[config.mk]
export PLATFORM = sky130hd
export DESIGN_NAME = unit_a
export DESIGN_NICKNAME = d
export VERILOG_FILES = /design/src/rtl/unit_a_pkg.sv /design/src/rtl/unit_a_adder32.sv /design/src/rtl/unit_a.sv
export SDC_FILE = /design/constraint.sdc
export NUM_CORES = 1
export LEC_CHECK = 0
export BUFFER_PORTS_ARGS = -buffer_cell sky130_fd_sc_hd__buf_4
export CAP_MARGIN = 20
export CORE_MARGIN = 1.5
export CORE_UTILIZATION = 57
export DETAILED_ROUTE_END_ITERATION = 8
export GPL_ROUTABILITY_DRIVEN = 0
export PLACE_DENSITY = 0.87
export SKIP_CTS_REPAIR_TIMING = 1
export SLEW_MARGIN = 10
export SYNTH_ARGS = -nofsm -noshare
export SYNTH_HDL_FRONTEND = slang
export SYNTH_SLANG_ARGS = --single-unit
export TNS_END_PERCENT = 30
[constraint.sdc]
create_clock -name clk -period 7.3 [get_ports clk]
set_input_delay 0.73 -clock clk [delete_from_list [all_inputs] [get_ports clk]]
set_output_delay 0.73 -clock clk [all_outputs]
set_load 0.005 [all_outputs]
[src/rtl/unit_a_pkg.sv]
// unit_a shared constants and operand helper.
// Function codes, datapath width, adder operand bundle.
package unit_a_pkg;

    localparam int UNIT_A_W = 32;

    localparam logic [1:0] UNIT_A_F_ADD  = 2'b00;
    localparam logic [1:0] UNIT_A_F_SUB  = 2'b01;
    localparam logic [1:0] UNIT_A_F_AINV = 2'b10;
    localparam logic [1:0] UNIT_A_F_INC  = 2'b11;

    typedef struct packed {
        logic [UNIT_A_W-1:0] x;
        logic [UNIT_A_W-1:0] y;
        logic                cin;
    } unit_a_opnd_t;

    // Map a function code onto the single adder's X, Y and carry-in.
    function automatic unit_a_opnd_t unit_a_operands(
        input logic [UNIT_A_W-1:0] a,
        input logic [UNIT_A_W-1:0] b,
        input logic [1:0]          f
    );
        unit_a_opnd_t o;
        o = '{x: a, y: b, cin: 1'b0};
        unique case (f)
            UNIT_A_F_ADD:  o = '{x: a,  y: b,  cin: 1'b0};
            UNIT_A_F_SUB:  o = '{x: a,  y: ~b, cin: 1'b1};
            UNIT_A_F_AINV: o = '{x: ~a, y: b,  cin: 1'b0};
            UNIT_A_F_INC:  o = '{x: a,  y: '0, cin: 1'b1};
            default:       o = '{x: a,  y: b,  cin: 1'b0};
        endcase
        return o;
    endfunction

endpackage

[src/rtl/unit_a_adder32.sv]
// unit_a_adder32: combinational 32-bit adder.
// Produces sum, carry out of bit 31 and signed overflow.
module unit_a_adder32
    import unit_a_pkg::*;
(
    input  logic [UNIT_A_W-1:0] x,
    input  logic [UNIT_A_W-1:0] y,
    input  logic                cin,
    output logic [UNIT_A_W-1:0] sum,
    output logic                cout,
    output logic                ovf
);

    logic [UNIT_A_W:0] full;

    // One extra bit captures the carry out of the top bit.
    always_comb begin
        full = {1'b0, x} + {1'b0, y} + {{UNIT_A_W{1'b0}}, cin};
        sum  = full[UNIT_A_W-1:0];
        cout = full[UNIT_A_W];
        ovf  = (x[UNIT_A_W-1] == y[UNIT_A_W-1]) &&
               (sum[UNIT_A_W-1] != x[UNIT_A_W-1]);
    end

endmodule

[src/rtl/unit_a.sv]
// unit_a: registered 32-bit add/sub/ainv/inc slice.
// Optional zero flag Z enabled by UNIT_A_ZERO_FLAG_EN.
module unit_a
    import unit_a_pkg::*;
(
    input  logic                clk,
    input  logic                rst,
    input  logic [UNIT_A_W-1:0] A,
    input  logic [UNIT_A_W-1:0] B,
    input  logic [1:0]          f,
    output logic [UNIT_A_W-1:0] S,
    output logic                c_out,
`ifdef UNIT_A_ZERO_FLAG_EN
    output logic                Z,
`endif
    output logic                O
);

    unit_a_opnd_t        op;
    logic [UNIT_A_W-1:0] sum;
    logic                cout;
    logic                ovf;

    // Select adder operands from the function code.
    always_comb begin
        op = unit_a_operands(A, B, f);
    end

    unit_a_adder32 u_add (
        .x    (op.x),
        .y    (op.y),
        .cin  (op.cin),
        .sum  (sum),
        .cout (cout),
        .ovf  (ovf)
    );

    // Register result and flags; reset wins over any operation.
    always_ff @(posedge clk) begin
        if (rst) begin
            S     <= '0;
            c_out <= 1'b0;
            O     <= 1'b0;
        end else begin
            S     <= sum;
            c_out <= cout;
            O     <= ovf;
        end
    end

`ifdef UNIT_A_ZERO_FLAG_EN
    // Zero flag taken from the same sum being registered.
    always_ff @(posedge clk) begin
        if (rst) Z <= 1'b0;
        else     Z <= (sum == '0);
    end
`endif

endmodule

==> results.json <==
{
  "worstPathArrival_ns": 4.41,
  "start_util_pct": 60.0,
  "hp-class": "input pin to register",
  "period_share_pct": 57.9,
  "ys_types": 52,
  "outcome": "finished clean",
  "die_w_um": 79.8,
  "core-area_um2": 5610,
  "avgRoutedWirePerCell_um": 16.0,
  "async_flop_share_pct": 0,
  "grt_use_met3_pct": 5.26,
  "cp-start-kind": "input pin",
  "cts_tree": "done",
  "p_leak_nw": 2.00,
  "fmax_mhz": 237,
  "syn_avg_cell_area_um2": 8.19,
  "cts.clk_slew.worst_paths_ns": 0.08,
  "max-slew-margin-rel_pct": 37.0,
  "htree_levels": 2,
  "cts_root_buffer": "clkbuf_8",
  "antenna_found_initial": 0,
  "synth_xor_area_share_pct": 14.1,
  "core.rowCount": 27,
  "muxShareOfSynthArea_pct": 10.9,
  "grt_usage_pct": 29.1,
  "drt_drc_violations_left": 0,
  "end_kind": "register",
  "synth_top_family_by_area": "compound AO/OA/AOI/OAI gates",
  "layout-drive-gt1-share_pct": 25.4,
  "port_buffers": 101,
  "clockBufferDepth": 2,
  "antenna_cells": 0,
  "firstDrtPassIters": 5,
  "synth_area_leaders": "dfxtp_1, ha_1, xnor2_1, mux2i_1, a21oi_1",
  "ioPinCount": 102,
  "synth_cells": 411,
  "grtUsageMet1_pct": 34.0,
  "ys.flop_type": "dfxtp_1",
  "tightestPinTransition_ns": 0.942,
  "period_needed_ns": 4.23,
  "syn_area_um2": 3370,
  "ys_ff_latch": 34,
  "gr-max-usage-layer": "met2",
  "synth-compound-area-share_pct": 20.8,
  "synth_fa_ha_area_share_pct": 12.7,
  "grt_pass1_wl_mm": 14.7,
  "first_global_vias": 3242,
  "holdWs_ns": 0.862,
  "synth_common_cells": "nor2_1, xnor2_1, a21oi_1, dfxtp_1",
  "die-area_um2": 6370,
  "rsz0062_at_grt": "no",
  "yosysWarnings": 0,
  "syn2layout_area_growth_pct": 25.6,
  "finalHoldViolations": 0,
  "required_ns": 7.49,
  "hpwl_mm": 6.79,
  "nets": 597,
  "total_power_mw": 0.845,
  "ir_drop_v": 0.000124,
  "drt_wl_total_mm": 9.10,
  "ys_seq_area_share_pct": 20.2,
  "post_drt_via_cell_ratio": 5.96,
  "cts_made_buffers": 5,
  "worst-setup-path-type": "input pin to register",
  "slew_viol_final": 0,
  "synth_top_area_share_pct": 20.2,
  "drtIter0Drc": 246,
  "clkSinkCount": 34,
  "setup_viol": 0,
  "power.density_nw_per_um2": 200,
  "path_max_fanout": 33,
  "maxCapViolCount": 0,
  "grt_max_degree": 44,
  "synth-simple-area-share_pct": 17.6,
  "use_met2_pct": 52.4,
  "ant_nets": 0,
  "overflow": 0,
  "vias": 3390,
  "synth_edf_count": 0,
  "fin_setup_tns_ns": 0,
  "synth_largest_area_cell": "dfxtp_1",
  "syn-num-nets": 512,
  "dieHeight_um": 79.8
}
-- cell usage in the layout (no fill, tap or decap), types with 2 or more instances in the layout --
cell | netlist | final
a211oi_1 | 2 | 2
a21o_1 | 13 | 13
a21oi_1 | 34 | 34
a31oi_1 | 8 | 8
and2_1 | 2 | 2
and3_1 | 5 | 5
and4_1 | 2 | 2
buf_4 | 0 | 101
clkbuf_8 | 0 | 6
dfxtp_1 | 34 | 34
fa_1 | 2 | 2
ha_1 | 31 | 31
inv_1 | 7 | 7
mux2_1 | 5 | 5
mux2i_1 | 31 | 31
nand2_1 | 24 | 23
nand2b_1 | 4 | 4
nand3_1 | 7 | 7
nand4_1 | 9 | 9
nand4b_1 | 2 | 2
nor2_1 | 44 | 44
nor2b_1 | 8 | 8
nor3_1 | 5 | 5
nor3b_1 | 2 | 2
o211ai_1 | 2 | 2
o211ai_2 | 2 | 2
o21a_1 | 7 | 7
o21ai_0 | 9 | 9
o21ai_1 | 8 | 8
o21bai_1 | 4 | 4
o31ai_1 | 2 | 2
xnor2_1 | 44 | 44
xor2_1 | 10 | 10
-- layer usage --
metal	vias to the layer above	part of all wire, %
met5	-	0
met4	0	2.4
met3	27	7.8
met2	170	49
met1	1559	41
li1	1634	-
-- layout make-up --
| type | count | area, um2 |
|---|---|---|
| Multi-Input combinational cell | 346 | 2560 |
| Clock inverter | 2 | 12.5 |
| Fill cell | 426 | 1380 |
| Sequential cell | 34 | 681 |
| Timing Repair Buffer | 102 | 773 |
| Tap cell | 72 | 90.1 |
| Clock buffer | 6 | 82.6 |
| Inverter | 7 | 26.3 |
-- stage by stage --
step | setup slack (ns) | area [um2] | util (%) | std cells
finish | 3.07 | 4230 | 75.4 | 569
global route | 2.80 | 4230 | 75.4 | 569
CTS | 3.08 | 4210 | 75.1 | 568
detailed placement | 2.80 | 4120 | 73.4 | 560
global placement | 2.98 | 4120 | 73.4 | 560
floorplan | 3.90 | 3370 | - | 411
-- power by group --
part / total [mW] / internal, mW / switching (mW)
Combinational: 0.453 / 0.214 / 0.239
Sequential: 0.237 / 0.225 / 0.0116
Clock: 0.155 / 0.0760 / 0.0794
Total: 0.845 / 0.515 / 0.330
-- state kept, by name, indices dropped and copies added (netlist names) --
signal and flops:
S 32, O 1, c_out 1
-- kinds of logic after synthesis --
family	after synthesis
xor+xnor	54
simple gates	119
fa+ha+maj	33
compound gates	104
mux	36
buf+inv	31
flops	34
-- critical path, stage by stage --
cell,delay [ns]
buf_4,0.31
inv_1,0.15
nand2_2,0.72
xor2_1,0.27
fa_1,0.24
inv_1,0.06
fa_1,0.39
a21oi_1,0.27
o211ai_2,0.12
nor3b_2,0.18
nor3_4,0.24
a21oi_4,0.12
a41oi_2,0.26
mux2_1,0.34
-- worst paths after layout --
check	startpoint	to	cells past startpoint
setup / recovery	f[0]	S[26]	14
hold / removal	rst	S[19]	2
Power figures use the tool's default switching activity.
